===== src/rtl/rv32i_pkg.sv =====
// Shared RV32I definitions for the multi-cycle core.
// Contents: major-opcode constants (also used by the immediate generator),
// control-FSM state encoding, datapath mux-select and ALU-mode encodings,
// trap cause codes and the one-hot opcode-class struct produced by the
// decoder.
package rv32i_pkg;

  // Major opcodes (instr[6:0])
  localparam logic [6:0] OPC_LUI    = 7'b0110111;
  localparam logic [6:0] OPC_AUIPC  = 7'b0010111;
  localparam logic [6:0] OPC_JAL    = 7'b1101111;
  localparam logic [6:0] OPC_JALR   = 7'b1100111;
  localparam logic [6:0] OPC_BRANCH = 7'b1100011;
  localparam logic [6:0] OPC_LOAD   = 7'b0000011;
  localparam logic [6:0] OPC_STORE  = 7'b0100011;
  localparam logic [6:0] OPC_OP_IMM = 7'b0010011;
  localparam logic [6:0] OPC_OP     = 7'b0110011;

  // Control FSM states
  typedef enum logic [2:0] {
    S_FETCH  = 3'd0,
    S_DECODE = 3'd1,
    S_EXEC   = 3'd2,
    S_MEM    = 3'd3,
    S_WB     = 3'd4,
    S_TRAP   = 3'd5
  } state_e;

  // Next-PC source
  localparam logic [1:0] PC_SRC_PLUS4  = 2'd0;  // PC + 4
  localparam logic [1:0] PC_SRC_OLDIMM = 2'd1;  // OLDPC + imm
  localparam logic [1:0] PC_SRC_ALU    = 2'd2;  // ALU result & ~1

  // ALU operand A select
  localparam logic [1:0] ALU_A_RS1   = 2'd0;
  localparam logic [1:0] ALU_A_OLDPC = 2'd1;
  localparam logic [1:0] ALU_A_ZERO  = 2'd2;

  // ALU operand B select
  localparam logic ALU_B_RS2 = 1'b0;
  localparam logic ALU_B_IMM = 1'b1;

  // ALU mode
  localparam logic [1:0] ALU_MODE_ADD  = 2'd0;
  localparam logic [1:0] ALU_MODE_CMP  = 2'd1;
  localparam logic [1:0] ALU_MODE_FUNC = 2'd2;

  // Register write-back source
  localparam logic [1:0] WB_SEL_ALU = 2'd0;
  localparam logic [1:0] WB_SEL_MEM = 2'd1;
  localparam logic [1:0] WB_SEL_PC  = 2'd2;

  // Trap causes
  localparam logic [1:0] TRAP_NONE    = 2'd0;
  localparam logic [1:0] TRAP_ILLEGAL = 2'd1;
  localparam logic [1:0] TRAP_TIMEOUT = 2'd2;

  // One-hot opcode class
  typedef struct packed {
    logic lui;
    logic auipc;
    logic jal;
    logic jalr;
    logic branch;
    logic load;
    logic store;
    logic op_imm;
    logic op;
  } op_class_t;

endpackage


===== src/rtl/mc_ctrl_dec.sv =====
// Opcode-class decoder for the multi-cycle control FSM.
// Purely combinational.
// Ports:
//   opcode  in   7  instr[6:0] of the latched IR
//   cls     out     one-hot opcode class (all zero when illegal)
//   illegal out  1  opcode is not one of the supported RV32I classes
module mc_ctrl_dec
  import rv32i_pkg::*;
(
  input  logic [6:0] opcode,
  output op_class_t  cls,
  output logic       illegal
);

  always_comb begin
    cls = '0;
    unique case (opcode)
      OPC_LUI:    cls.lui    = 1'b1;
      OPC_AUIPC:  cls.auipc  = 1'b1;
      OPC_JAL:    cls.jal    = 1'b1;
      OPC_JALR:   cls.jalr   = 1'b1;
      OPC_BRANCH: cls.branch = 1'b1;
      OPC_LOAD:   cls.load   = 1'b1;
      OPC_STORE:  cls.store  = 1'b1;
      OPC_OP_IMM: cls.op_imm = 1'b1;
      OPC_OP:     cls.op     = 1'b1;
      default:    cls        = '0;
    endcase
  end

  assign illegal = ~|cls;

endmodule


===== src/rtl/mc_ctrl.sv =====
// Multi-cycle control FSM for the RV32I core.
// Sequences the shared datapath through FETCH/DECODE/EXEC/MEM/WB, drives all
// datapath enables and mux selects, counts retired instructions and traps on
// illegal opcodes or memory-port timeouts (TRAP is left only by reset).
// Ports:
//   clk, rst_n           clock, asynchronous active-low reset
//   instr[31:0]          current IR contents (opcode = instr[6:0])
//   mem_ready            memory completion, meaningful while mem_req=1
//   branch_taken         ALU compare result, used in EXEC for branches
//   mem_req/mem_we/addr_sel            memory port controls
//   ir_we/pc_we/oldpc_we/pc_src        IR/PC/OLDPC controls
//   alu_a_sel/alu_b_sel/alu_mode       ALU operand and mode selects
//   reg_we/wb_sel                      register write-back controls
//   retire, retire_cnt                 retire pulse and wrapping count
//   trap, trap_cause                   sticky fault flag and cause
//   dbg_state                          current FSM state (state_e encoding)
//
// Handshake: a memory access is in flight in every cycle mem_req=1; it
// completes in the cycle mem_ready=1 is sampled at the rising edge together
// with mem_req=1. mem_ready is ignored while mem_req=0.
module mc_ctrl
  import rv32i_pkg::*;
#(
  parameter int TIMEOUT_CYCLES = 255,
  parameter int CNT_W          = 16
) (
  input  logic             clk,
  input  logic             rst_n,
  input  logic [31:0]      instr,
  input  logic             mem_ready,
  input  logic             branch_taken,
  output logic             mem_req,
  output logic             mem_we,
  output logic             addr_sel,
  output logic             ir_we,
  output logic             pc_we,
  output logic             oldpc_we,
  output logic [1:0]       pc_src,
  output logic [1:0]       alu_a_sel,
  output logic             alu_b_sel,
  output logic [1:0]       alu_mode,
  output logic             reg_we,
  output logic [1:0]       wb_sel,
  output logic             retire,
  output logic [CNT_W-1:0] retire_cnt,
  output logic             trap,
  output logic [1:0]       trap_cause,
  output logic [2:0]       dbg_state
);

  // Last wait-count value before the timeout fires: a request that has
  // already waited TIMEOUT_CYCLES-1 cycles and sees mem_ready=0 again traps.
  localparam logic [CNT_W-1:0] WAIT_LAST = CNT_W'(TIMEOUT_CYCLES - 1);

  state_e           state_q, state_d;
  logic             run_q, run_d;
  logic [CNT_W-1:0] wait_q, wait_d;
  logic [CNT_W-1:0] retire_cnt_q, retire_cnt_d;
  logic [1:0]       trap_cause_q, trap_cause_d;

  op_class_t cls;
  logic      illegal;
  logic      unused_instr_bits;

  mc_ctrl_dec u_dec (
    .opcode  (instr[6:0]),
    .cls     (cls),
    .illegal (illegal)
  );

  // Only the opcode field steers control; the rest of the IR feeds the
  // immediate generator and register file elsewhere.
  assign unused_instr_bits = ^instr[31:7];

  // run_q keeps every strobe low while reset is asserted and for the
  // reset-release edge, so the first request appears one edge after release.
  assign run_d = 1'b1;

  always_comb begin
    state_d      = state_q;
    wait_d       = wait_q;
    trap_cause_d = trap_cause_q;
    mem_req      = 1'b0;
    mem_we       = 1'b0;
    addr_sel     = 1'b0;
    ir_we        = 1'b0;
    pc_we        = 1'b0;
    oldpc_we     = 1'b0;
    pc_src       = PC_SRC_PLUS4;
    alu_a_sel    = ALU_A_RS1;
    alu_b_sel    = ALU_B_RS2;
    alu_mode     = ALU_MODE_ADD;
    reg_we       = 1'b0;
    wb_sel       = WB_SEL_ALU;
    retire       = 1'b0;

    if (run_q) begin
      unique case (state_q)
        S_FETCH: begin
          mem_req  = 1'b1;
          addr_sel = 1'b0;
          if (mem_ready) begin
            ir_we    = 1'b1;
            pc_we    = 1'b1;
            oldpc_we = 1'b1;
            pc_src   = PC_SRC_PLUS4;
            state_d  = S_DECODE;
          end else if (wait_q == WAIT_LAST) begin
            state_d      = S_TRAP;
            trap_cause_d = TRAP_TIMEOUT;
          end else begin
            wait_d = wait_q + CNT_W'(1);
          end
        end

        S_DECODE: begin
          if (illegal) begin
            state_d      = S_TRAP;
            trap_cause_d = TRAP_ILLEGAL;
          end else begin
            state_d = S_EXEC;
          end
        end

        S_EXEC: begin
          if (cls.lui) begin
            alu_a_sel = ALU_A_ZERO;
            alu_b_sel = ALU_B_IMM;
            alu_mode  = ALU_MODE_ADD;
            state_d   = S_WB;
          end else if (cls.auipc) begin
            alu_a_sel = ALU_A_OLDPC;
            alu_b_sel = ALU_B_IMM;
            alu_mode  = ALU_MODE_ADD;
            state_d   = S_WB;
          end else if (cls.op_imm) begin
            alu_a_sel = ALU_A_RS1;
            alu_b_sel = ALU_B_IMM;
            alu_mode  = ALU_MODE_FUNC;
            state_d   = S_WB;
          end else if (cls.op) begin
            alu_a_sel = ALU_A_RS1;
            alu_b_sel = ALU_B_RS2;
            alu_mode  = ALU_MODE_FUNC;
            state_d   = S_WB;
          end else if (cls.load || cls.store) begin
            alu_a_sel = ALU_A_RS1;
            alu_b_sel = ALU_B_IMM;
            alu_mode  = ALU_MODE_ADD;
            state_d   = S_MEM;
          end else if (cls.branch) begin
            alu_a_sel = ALU_A_RS1;
            alu_b_sel = ALU_B_RS2;
            alu_mode  = ALU_MODE_CMP;
            pc_we     = branch_taken;
            pc_src    = PC_SRC_OLDIMM;
            retire    = 1'b1;
            state_d   = S_FETCH;
          end else if (cls.jal) begin
            pc_we   = 1'b1;
            pc_src  = PC_SRC_OLDIMM;
            reg_we  = 1'b1;
            wb_sel  = WB_SEL_PC;
            retire  = 1'b1;
            state_d = S_FETCH;
          end else if (cls.jalr) begin
            alu_a_sel = ALU_A_RS1;
            alu_b_sel = ALU_B_IMM;
            alu_mode  = ALU_MODE_ADD;
            pc_we     = 1'b1;
            pc_src    = PC_SRC_ALU;
            reg_we    = 1'b1;
            wb_sel    = WB_SEL_PC;
            retire    = 1'b1;
            state_d   = S_FETCH;
          end else begin
            // IR is stable after DECODE, so this only guards against a
            // corrupted IR; treat it as illegal rather than guess.
            state_d      = S_TRAP;
            trap_cause_d = TRAP_ILLEGAL;
          end
        end

        S_MEM: begin
          mem_req   = 1'b1;
          addr_sel  = 1'b1;
          mem_we    = cls.store;
          // Address must stay valid for the whole access.
          alu_a_sel = ALU_A_RS1;
          alu_b_sel = ALU_B_IMM;
          alu_mode  = ALU_MODE_ADD;
          if (mem_ready) begin
            if (cls.store) begin
              retire  = 1'b1;
              state_d = S_FETCH;
            end else begin
              state_d = S_WB;
            end
          end else if (wait_q == WAIT_LAST) begin
            state_d      = S_TRAP;
            trap_cause_d = TRAP_TIMEOUT;
          end else begin
            wait_d = wait_q + CNT_W'(1);
          end
        end

        S_WB: begin
          reg_we  = 1'b1;
          wb_sel  = cls.load ? WB_SEL_MEM : WB_SEL_ALU;
          retire  = 1'b1;
          state_d = S_FETCH;
        end

        S_TRAP: begin
          state_d = S_TRAP;
        end

        default: begin
          state_d = S_FETCH;
        end
      endcase

      // Every new request starts its timeout window from zero.
      if ((state_d != state_q) && ((state_d == S_FETCH) || (state_d == S_MEM))) begin
        wait_d = '0;
      end
    end
  end

  assign retire_cnt_d = retire_cnt_q + CNT_W'(retire);

  always_ff @(posedge clk or negedge rst_n) begin
    if (!rst_n) begin
      state_q      <= S_FETCH;
      run_q        <= 1'b0;
      wait_q       <= '0;
      retire_cnt_q <= '0;
      trap_cause_q <= TRAP_NONE;
    end else begin
      state_q      <= state_d;
      run_q        <= run_d;
      wait_q       <= wait_d;
      retire_cnt_q <= retire_cnt_d;
      trap_cause_q <= trap_cause_d;
    end
  end

  assign retire_cnt = retire_cnt_q;
  assign trap_cause = trap_cause_q;
  assign trap       = (state_q == S_TRAP);
  assign dbg_state  = state_q;

endmodule

===== config.mk =====
export PLATFORM = sky130hd
export DESIGN_NAME = mc_ctrl
export DESIGN_NICKNAME = d
export VERILOG_FILES = /design/src/rtl/rv32i_pkg.sv /design/src/rtl/mc_ctrl_dec.sv /design/src/rtl/mc_ctrl.sv
export SDC_FILE = /design/constraint.sdc
export NUM_CORES = 1
export LEC_CHECK = 0
export CAP_MARGIN = 30
export CORE_ASPECT_RATIO = 0.8
export CORE_MARGIN = 2
export CORE_UTILIZATION = 40
export CTS_BUF_LIST = sky130_fd_sc_hd__clkbuf_2
export DETAILED_ROUTE_END_ITERATION = 6
export PLACE_DENSITY = 0.75
export SETUP_SLACK_MARGIN = 0.02
export SYNTH_ARGS = -nofsm -noshare
export SYNTH_HDL_FRONTEND = slang
export SYNTH_SLANG_ARGS = --single-unit

===== constraint.sdc =====
create_clock -name clk -period 2.5 [get_ports clk]
set_input_delay 0.625 -clock clk [delete_from_list [all_inputs] [get_ports clk]]
set_output_delay 0.625 -clock clk [all_outputs]
set_load 0.03 [all_outputs]

==> summary.md, run 1 <==
| Metric | Value |
|---|---|
| GRT Total Usage | `0.200` |
| Sink Count | `38` |
| Routed vias | `2170` |
| Final critical-path setup slack | `-38.4 ps` |
| Final Net Count | `387` |
| Max_cap viols | `0` |
| Post-Syn Instances | `242` |
| Failing checks | `setup timing` |
| Pre-antenna DRT Iters | `4` |
| Total Power | `2.31 mW` |
| Area Growth Syn to Fin | `55.4%` |
| Synth Cell Area | `0.00220 sq mm` |
| Status | `finished with violations` |
| TNS Setup | `-38.4 ps` |
| Hold Path Class | `in -> async` |
| Final max-slew violation count | `0` |
| Remaining antenna violation count | `0` |
| CTS clk-pin slew, worst paths | `210 ps` |
| Largest net degree at the start of global routing | `39` |
| Initial antenna violation count | `0` |
| Worst EP required | `1880 ps` |
| Standard-cell rows | `24` |
| CTS buffer count | `5` |
| Least-Margin Pin Slew | `840 ps` |
| Slew headroom | `0.440` |
| Placed insts | `385` |
| Grt total ovfl | `0` |
| Final hold slack | `295 ps` |
| Total length of routed wires | `5.83 mm` |
| Area after DPL | `0.00306 sq mm` |
| Fin crit share | `1.02` |
| RSZ-0062 raised after global routing | `true` |
| GPL Wtd Cong | `0.875` |
| Synth Register Bits | `38` |
| First-pass GRT wire length | `9.83 mm` |
| Pre-CTS WS | `-478 ps` |
| Leakage | `1.60 nW` |
| Die Y | `70.3 um` |
| Fin. Hold Viols | `0` |
| Share of post-route cells with drive strength above 1 | `0.374` |
| Post-CTS Hold Fix Bufs | `0` |
| Ys async rst share | `1.00` |
| Critical path class | `reg -> out` |
| H-tree depth | `2` |
| Peak VDD IR | `0.000375 V` |
| Ant. Diodes | `0` |
| Critical path fanouts, max | `3` |
| DRT iter0 DRCs | `92` |
| Ys flop type | `dfrtp_1` |
| Skew-Pair Late Insertion Delay | `400 ps` |
| Unique cell type count in the Yosys netlist | `46` |
| Initial core utilization | `0.409` |
| WL/cell | `14.1 um` |
| # setup viols final | `1` |
| Worst R2R Path Depth | `6` |
| CTS tree | `built` |
| Final min period | `2540 ps` |
| Die Footprint | `0.00610 sq mm` |
| Remaining DRCs | `0` |
| I/O pins | `75` |
| Dpl hpwl | `3.84 mm` |
| Syn_nets | `282` |
| Die width | `86.8 um` |
| Fmax | `0.394 GHz` |
| Finished Cell Area | `0.00341 sq mm` |
| Vias per cell | `5.25` |
| Vias in the first global route | `2178` |
| Core area | `0.00538 sq mm` |
| Final Skew | `22.7 ps` |
| Port Buffers | `49` |
| Maximum clock insertion buffer count | `2` |
| Mean Syn Cell Area | `9.07 sq um` |
| Finished Layout Cells | `413` |
| Worst Setup End Kind | `output pin` |
| Post-Route Utilization | `0.635` |
| Synth warn | `0` |
| WP data arrival | `1910 ps` |
| EDFF count, synth | `0` |
| Pwr Density | `677 mW/mm^2` |
| Worst setup SP type | `flip-flop` |
| Seq/Total Area, Yosys | `0.433` |
| Root Driver | `clkbuf_2` |
## registers in the layout (all words and copies together) (netlist names)
| register | flops |
|---|---|
| run_q | 1 |
| retire_cnt | 16 |
| dbg_state | 3 |
| wait_q | 16 |
| trap_cause | 2 |
## critical path, cell delays in order (launching register included)
cell and delay (ps):
dfrtp_1 450, buf_6 130, or4b_4 510, a211oi_2 240
buf_4 190
## report_power, final
| group | switching [mW] | internal (mW) |
|---|---|---|
| clock | 0.208 | 0.266 |
| sequential | 0.114 | 0.697 |
| combinational | 0.557 | 0.469 |
## metal layers
| metal | global-route usage | vias up | share of wire |
|---|---|---|---|
| met3 | 0.0366 | 9 | 0.050 |
| met1 | 0.281 | 1042 | 0.47 |
| li1 | - | 1048 | - |
| met4 | 0.0608 | 0 | 0.011 |
| met5 | 0 | - | 0 |
| met2 | 0.315 | 71 | 0.47 |
## cell families after synthesis
family                     share of synthesized area
adders and majority gates                     0.0228
xor gates and xnor gates                       0.124
AOI/OAI and AO/OA                             0.0803
and+or+nand+nor                                0.302
other                                        0.00171
DFF                                            0.433
muxes                                         0.0114
buffers and inverters                         0.0251
## final cells by class
type | count | area (sq um)
clock buffer | 5 | 25.0
clock inverter | 3 | 63.8
fill | 443 | 1960
inverter | 4 | 15.0
multi-input combinational | 191 | 1370
sequential | 38 | 955
tap | 65 | 81.3
timing repair buffer | 107 | 906
## final timing paths
kind | endpoint | slack (ps) | start
worst max-delay path | pc_we | -40 | dbg_state[0]$_DFFE_PN0P_
worst min register to register | retire_cnt[15]$_DFF_PN0_ | 490 | retire_cnt[15]$_DFF_PN0_
min in group clk | retire_cnt[15]$_DFF_PN0_ | 490 | retire_cnt[15]$_DFF_PN0_
worst min-delay path | wait_q[1]$_DFFE_PN0P_ | 300 | rst_n
worst max register to register | trap_cause[0]$_DFFE_PN0P_ | 80 | wait_q[12]$_DFFE_PN0P_
max in group asynchronous | run_q$_DFF_PN0_ | 1620 | rst_n
## synthesized netlist by cell type (all sizes together) (3+ instances only)
cell type / n / share of area
a211oi: 4 / 0.014
nor2: 35 / 0.060
a21oi: 6 / 0.014
buf: 4 / 0.0097
ha: 4 / 0.023
nand2b: 6 / 0.017
clkbuf: 5 / 0.0085
inv: 4 / 0.0068
nand3: 14 / 0.032
and3: 11 / 0.031
nor4: 4 / 0.011
nor3: 8 / 0.018
nor2b: 4 / 0.011
and2: 3 / 0.0085
dfrtp: 38 / 0.43
nand4: 8 / 0.023
nand2: 22 / 0.038
xnor2: 13 / 0.052
xor2: 18 / 0.072
o21ai: 6 / 0.015
## layout by cell type, fill, tap and decap left out, types with 2 or more instances in the layout
| cell | instances |
|---|---|
| clkdlybuf4s15_1 | 2 |
| nor4_1 | 4 |
| and3_1 | 8 |
| and2_4 | 2 |
| a21oi_1 | 5 |
| buf_4 | 65 |
| nor3_2 | 4 |
| ha_1 | 3 |
| clkdlybuf4s50_1 | 22 |
| buf_6 | 11 |
| nand4_1 | 8 |
| a22o_1 | 2 |
| nor2_2 | 7 |
| dfrtp_2 | 3 |
| o21ai_0 | 2 |
| or4_4 | 2 |
| inv_1 | 4 |
| bufinv_16 | 2 |
| nor2_1 | 27 |
| xnor2_1 | 13 |
| o21ai_1 | 3 |
| nand2_2 | 3 |
| nand3_2 | 3 |
| nor3_1 | 3 |
| xor2_1 | 17 |
| dlygate4sd2_1 | 5 |
| nand2_1 | 18 |
| nor2b_1 | 3 |
| o211ai_1 | 2 |
| dfrtp_1 | 35 |
| or4b_4 | 2 |
| and3_4 | 3 |
| a211oi_1 | 3 |
| clkbuf_2 | 6 |
| nand2b_1 | 6 |
| nand3_1 | 11 |
## timing repair
item / in CTS / in global routing
endpoints found under the setup margin: 20 / 19
pin swaps: 11 / 12
buffers inserted: 11 / 9
resized for setup: 41 / 23
Power figures use the tool's default switching activity.
==> run 2: changes to the inputs <==
CORE_UTILIZATION = 42   (was 40)
PLACE_DENSITY = 0.78   (was 0.75)
==> summary.md, run 2 (synthesis results as in run 1) <==
| Metric | Value |
|---|---|
| Status | `finished clean` |
| Post-CTS Hold Fix Bufs | `0 (unchanged)` |
| Peak VDD IR | `0.000652 V (+74%)` |
| Finished Cell Area | `0.00333 sq mm (-2.3%)` |
| DRT iter0 DRCs | `111 (+21%)` |
| First-pass GRT wire length | `9.44 mm (-3.9%)` |
| WL/cell | `14.2 um (+0.28%)` |
| Hold Path Class | `in -> async` |
| Worst Setup End Kind | `flip-flop` |
| Pwr Density | `633 mW/mm^2 (-6.6%)` |
| # setup viols final | `0 (-1)` |
| Dpl hpwl | `3.88 mm (+0.99%)` |
| Remaining DRCs | `0 (unchanged)` |
| Area after DPL | `0.00306 sq mm (+0.12%)` |
| Max_cap viols | `0 (unchanged)` |
| Fin. Hold Viols | `0 (unchanged)` |
| Layout filler cell count | `388 (-12%)` |
| Initial core utilization | `0.436 (+0.0275)` |
| H-tree depth | `2 (unchanged)` |
| Worst R2R Path Depth | `5 (-1)` |
| Area Growth Syn to Fin | `51.8%` |
| Port Buffers | `49 (unchanged)` |
| TNS Setup | `0 ps (+38.4 ps)` |
| Die Y | `68.7 um (-2.3%)` |
| R2R Path End | `trap_cause[1]$_DFFE_PN0P_` |
| Maximum clock insertion buffer count | `2 (unchanged)` |
| CTS clk-pin slew, worst paths | `200 ps (about the same)` |
| Crit path max-delay family | `simple AND/OR/NAND/NOR gates` |
| Worst reg2reg setup slack | `30 ps (-50 ps)` |
| Worst Setup EP | `trap_cause[1]$_DFFE_PN0P_` |
| Slowest stage cell, crit path | `or4_4` |
| Final Net Count | `383 (-1.0%)` |
| Largest stage delay, worst path | `530 ps (+20 ps)` |
| Post-Route Utilization | `0.662 (+0.0271)` |
| Skew-Pair Late Insertion Delay | `380 ps (-20 ps)` |
| CTS tree | `built` |
| Vias in the first global route | `2052 (-5.8%)` |
| Leakage | `1.55 nW (-3.0%)` |
| Root Driver | `clkbuf_2` |
| Core area | `0.00504 sq mm (-6.3%)` |
| Initial antenna violation count | `0 (unchanged)` |
| Grt total ovfl | `0 (unchanged)` |
| Standard-cell rows | `23 (-4.2%)` |
| Stages on the worst setup path | `5 (+1)` |
| Routed vias | `2220 (+2.3%)` |
| Final max-slew violation count | `0 (unchanged)` |
| Share of post-route cells with drive strength above 1 | `0.360 (-0.0131)` |
| Worst EP required | `2780 ps (+900 ps)` |
| Fin crit share | `0.990 (-0.0256)` |
| Fmax | `0.404 GHz (+2.6%)` |
| Total length of routed wires | `5.75 mm (-1.4%)` |
| RSZ-0062 raised after global routing | `true` |
| Vias per cell | `5.47 (+4.1%)` |
| Worst setup SP type | `flip-flop` |
| Most Frequent Cell on Critical Path | `or4_4` |
| Die width | `84.8 um (-2.3%)` |
| Pre-antenna DRT Iters | `4 (unchanged)` |
| FF-to-FF Start | `wait_q[13]$_DFFE_PN0P_` |
| WP data arrival | `2760 ps (+850 ps)` |
| Buf+Inv Stages, Crit Path | `0 (-2)` |
| Final min period | `2470 ps (-64.0 ps)` |
| I/O pins | `75 (unchanged)` |
| Commonest non-fill, non-tap cell in the layout | `buf_4` |
| Placed insts | `383 (-0.52%)` |
| Crit. Startpoint | `wait_q[13]$_DFFE_PN0P_` |
| GPL Wtd Cong | `0.857 (-2.0%)` |
| Die Footprint | `0.00583 sq mm (-4.5%)` |
| GRT Total Usage | `0.204 (+0.00360)` |
| Ant. Diodes | `0 (unchanged)` |
| Remaining antenna violation count | `0 (unchanged)` |
| Most frequent cells in the layout | `buf_4 (61), dfrtp_1 (35), nor2_1 (29), clkdlybuf4s50_1 (22), nand2_1 (19)` |
| Final Skew | `10.4 ps (-12.2 ps)` |
| Finished Layout Cells | `406 (-1.7%)` |
| Sink Count | `38 (unchanged)` |
| Crit-path cells | `or4_4 > or4_4 > o21ai_2 > or4b_4 > mux2_4` |
| Critical path fanouts, max | `3 (unchanged)` |
| Critical path class | `reg -> reg` |
| Largest net degree at the start of global routing | `39 (unchanged)` |
| CTS buffer count | `5 (unchanged)` |
## run 2: timing repair
action                     4_1_cts  5_1_grt
cloned                           0        0
pin swaps                       16       14
gates resized for setup         47       14
setup endpoints to repair       27       13
setup buffers                    9        8
## run 2: worst min path at each step
stage / from / endpoint / slack, ps / cells after the start
final: rst_n / wait_q[13]$_DFFE_PN0P_ / 240 / 2
after global routing: rst_n / wait_q[13]$_DFFE_PN0P_ / 250 / 2
after CTS: rst_n / trap_cause[0]$_DFFE_PN0P_ / 250 / 2
after floorplan: rst_n / dbg_state[0]$_DFFE_PN0P_ / 330 / 0
after detailed placement: retire_cnt[15]$_DFF_PN0_ / retire_cnt[15]$_DFF_PN0_ / 460 / 1
after global placement: retire_cnt[15]$_DFF_PN0_ / retire_cnt[15]$_DFF_PN0_ / 450 / 1
## run 2: layout make-up
class                   count  area, sq um  area share
inverters                   4         15.0     0.00450
multi-input cells         191         1380       0.413
well taps                  62         77.6      0.0233
flip-flops and latches     38          955       0.286
clock inverters             3         16.3     0.00488
clock buffers               5         25.0     0.00751
repair buffers            103          867       0.260
## run 2: power by group
group          internal (mW)  switching [mW]
Sequential             0.698           0.116
Combinational          0.472           0.557
Clock                 0.0639           0.203
## run 2: routing by layer
metal | share of wire | GRT usage | vias to the layer above
li1 | - | - | 1055
met1 | 0.47 | 0.281 | 1065
met2 | 0.46 | 0.330 | 81
met3 | 0.056 | 0.0476 | 19
met4 | 0.017 | 0.0516 | 0
met5 | 0 | 0 | -
## run 2: per-stage QoR
stage	hold slack, ps	power (mW)	worst slack [ps]
floorplan	329	1.35	-55.0
global placement	453	1.70	-503
detailed placement	459	1.72	-539
CTS	246	2.05	22.7
global route	247	2.23	-51.2
finish	245	2.11	25.6
==> run 3: changes to the inputs <==
CORE_UTILIZATION = 41   (was 42)
CTS_BUF_LIST = unset   (was sky130_fd_sc_hd__clkbuf_2)
PLACE_DENSITY = 0.76   (was 0.78)
REMOVE_ABC_BUFFERS = 1   (was unset)
==> summary.md, run 3 (synthesis results as in run 1) <==
| Metric | Value |
|---|---|
| Fin crit share | `0.990 (about the same)` |
| Root Driver | `clkbuf_8` |
| First-pass GRT wire length | `9.54 mm (+1.0%)` |
| DRT iter0 DRCs | `205 (+85%)` |
| Met1 usage | `0.301 (+0.0196)` |
| Clock power share | `0.233 (+0.107)` |
| Die width | `85.8 um (+1.2%)` |
| Die Footprint | `0.00596 sq mm (+2.3%)` |
| Standard-cell rows | `23 (unchanged)` |
| Post-CTS Hold Fix Bufs | `0 (unchanged)` |
| Final Skew | `2.71 ps (-7.73 ps)` |
| Grt total ovfl | `0 (unchanged)` |
| Area of the multi-input gates | `0.00130 sq mm (-5.6%)` |
| Critical path fanouts, max | `5 (+2)` |
| CTS clk-pin slew, worst paths | `70 ps (-130 ps)` |
| Internal power | `1.42 mW (+15%)` |
| Routed vias | `2144 (-3.4%)` |
| I/O pins | `75 (unchanged)` |
| Dpl hpwl | `4.08 mm (+5.1%)` |
| CTS tree | `built` |
| Die Y | `69.5 um (+1.1%)` |
| Largest net degree at the start of global routing | `39 (unchanged)` |
| WP data arrival | `2650 ps (-110 ps)` |
| Slew headroom | `0.454` |
| # setup viols final | `0 (unchanged)` |
| Combinational fraction of design power | `0.416 (-0.072)` |
| GR Layer Usage met2 | `0.277 (-0.0528)` |
| Pre-antenna DRT Iters | `7 (+3)` |
| Leakage | `1.54 nW (-0.79%)` |
| Remaining antenna violation count | `0 (unchanged)` |
| Initial antenna violation count | `0 (unchanged)` |
| Port Buffers | `49 (unchanged)` |
| Switching power | `852 uW (-2.7%)` |
| Final Net Count | `373 (-2.6%)` |
| Commonest non-fill, non-tap cell in the layout | `buf_4` |
| Final max-slew violation count | `0 (unchanged)` |
| Remaining DRCs | `2 (+2)` |
| Total length of routed wires | `5.62 mm (-2.3%)` |
| Status | `finished with violations` |
| Initial core utilization | `0.431 (-0.00493)` |
| Worst Setup End Kind | `flip-flop` |
| Final min period | `2480 ps (+1.33 ps)` |
| Sequential power share | `0.351 (-0.035)` |
| Failing checks | `DRC` |
| Fin. Hold Viols | `0 (unchanged)` |
| Ant. Diodes | `0 (unchanged)` |
| Total Power | `2.27 mW (+7.6%)` |
| Sink Count | `38 (unchanged)` |
| RSZ-0062 raised after global routing | `true` |
| Worst EP required | `2680 ps (-100 ps)` |
| Area after DPL | `0.00299 sq mm (-2.3%)` |
| Maximum clock insertion buffer count | `2 (unchanged)` |
| M3 GR Usage | `0.0571 (+0.00952)` |
| H-tree depth | `2 (unchanged)` |
| Finished Cell Area | `0.00322 sq mm (-3.3%)` |
| Fmax | `0.404 GHz (about the same)` |
| Worst setup SP type | `input pin` |
| Most frequent cells in the layout | `buf_4 (56), dfrtp_1 (38), nor2_1 (30), nand2_1 (22), clkdlybuf4s50_1 (22)` |
| GRT Total Usage | `0.199 (-0.00490)` |
| Crit. Startpoint | `instr[3]` |
| FF-to-FF Start | `wait_q[15]$_DFFE_PN0P_` |
| Switching share of power | `0.375 (-0.0396)` |
| Layout filler cell count | `452 (+16%)` |
| Pwr Density | `704 mW/mm^2 (+11%)` |
| Peak VDD IR | `0.000501 V (-23%)` |
| Critical path class | `in -> reg` |
| Grt peak-use layer | `met1` |
| Least-Margin Pin Slew | `819 ps` |
| CTS buffer count | `5 (unchanged)` |
| Hold Path Class | `in -> async` |
| Max_cap viols | `0 (unchanged)` |
| Skew-Pair Late Insertion Delay | `290 ps (-90 ps)` |
| Share of post-route cells with drive strength above 1 | `0.297 (-0.0632)` |
| WL/cell | `14.2 um (+0.46%)` |
| Area Growth Syn to Fin | `46.8%` |
| Seq. cell area | `951 sq um (-0.39%)` |
| GPL Wtd Cong | `0.882 (+2.9%)` |
| Core area | `0.00509 sq mm (+1.1%)` |
| Vias per cell | `5.43 (-0.73%)` |
| Vias in the first global route | `2021 (-1.5%)` |
-- run 3: cell count changes in the layout (fill, tap and decap cells not counted), moves of 5 or more --
cell | before | now
buf_6 | 8 | 3
clkbuf_2 | 6 | 1
buf_4 | 61 | 56
clkbuf_8 | 0 | 6
-- run 3: what timing repair did --
item / 4_1_cts / 5_1_grt
resized for setup: 36 / 20
setup endpoints to repair: 28 / 36
pin swaps: 11 / 14
setup buffers: 3 / 2
-- run 3: final timing paths --
check                                             to  slack, ps  cells past startpoint
min in group clk            retire_cnt[15]$_DFF_PN0_        480                      1
hold reg to reg             retire_cnt[15]$_DFF_PN0_        480                      1
hold / removal              dbg_state[2]$_DFFE_PN0P_        430                      1
max in group asynchronous    retire_cnt[3]$_DFF_PN0_       1550                      1
setup / recovery           trap_cause[1]$_DFFE_PN0P_         20                     10
setup reg to reg           trap_cause[1]$_DFFE_PN0P_         50                      5
-- run 3: area by class of cell --
| type | instances | area share |
|---|---|---|
| clock buffers | 6 | 0.0256 |
| repair buffers | 93 | 0.238 |
| multi-input cells | 191 | 0.403 |
| flip-flops and latches | 38 | 0.295 |
| clock inverters | 1 | 0.00932 |
| well taps | 62 | 0.0241 |
| inverters | 4 | 0.00466 |
-- run 3: power groups by stage --
stage                     sequential, mW  clock, mW  combinational, mW
after floorplan                    0.935          0              0.360
after global placement             0.800          0              0.903
after detailed placement           0.799          0              0.921
after CTS                          0.791      0.539              0.933
after global routing               0.812      0.577               1.01
final                              0.797      0.529              0.943
-- run 3: critical path, cell delays in order --
cell,delay (ps)
buf_2,120
buf_4,120
nor2b_4,180
nor3_4,60
buf_4,130
buf_4,140
o21ai_0,240
o21ai_0,180
or4b_4,550
mux2_4,300
-- run 3: routing by layer --
layer,share of wire,vias up
met5,0,-
met4,0.017,0
met3,0.069,16
met2,0.42,89
met1,0.49,1016
li1,-,1023
-- run 3: metrics by stage --
step                instances  setup TNS [ps]  setup WS (ps)   util  hold slack [ps]
finish                    395               0           24.3  0.633              427
global route              395            -150          -42.2  0.633              483
CTS                       395               0           20.2  0.622              465
detailed placement        385          -14190           -602  0.587              468
global placement          385          -14150           -571  0.587              469
floorplan                 233          -10330           -720      -              329
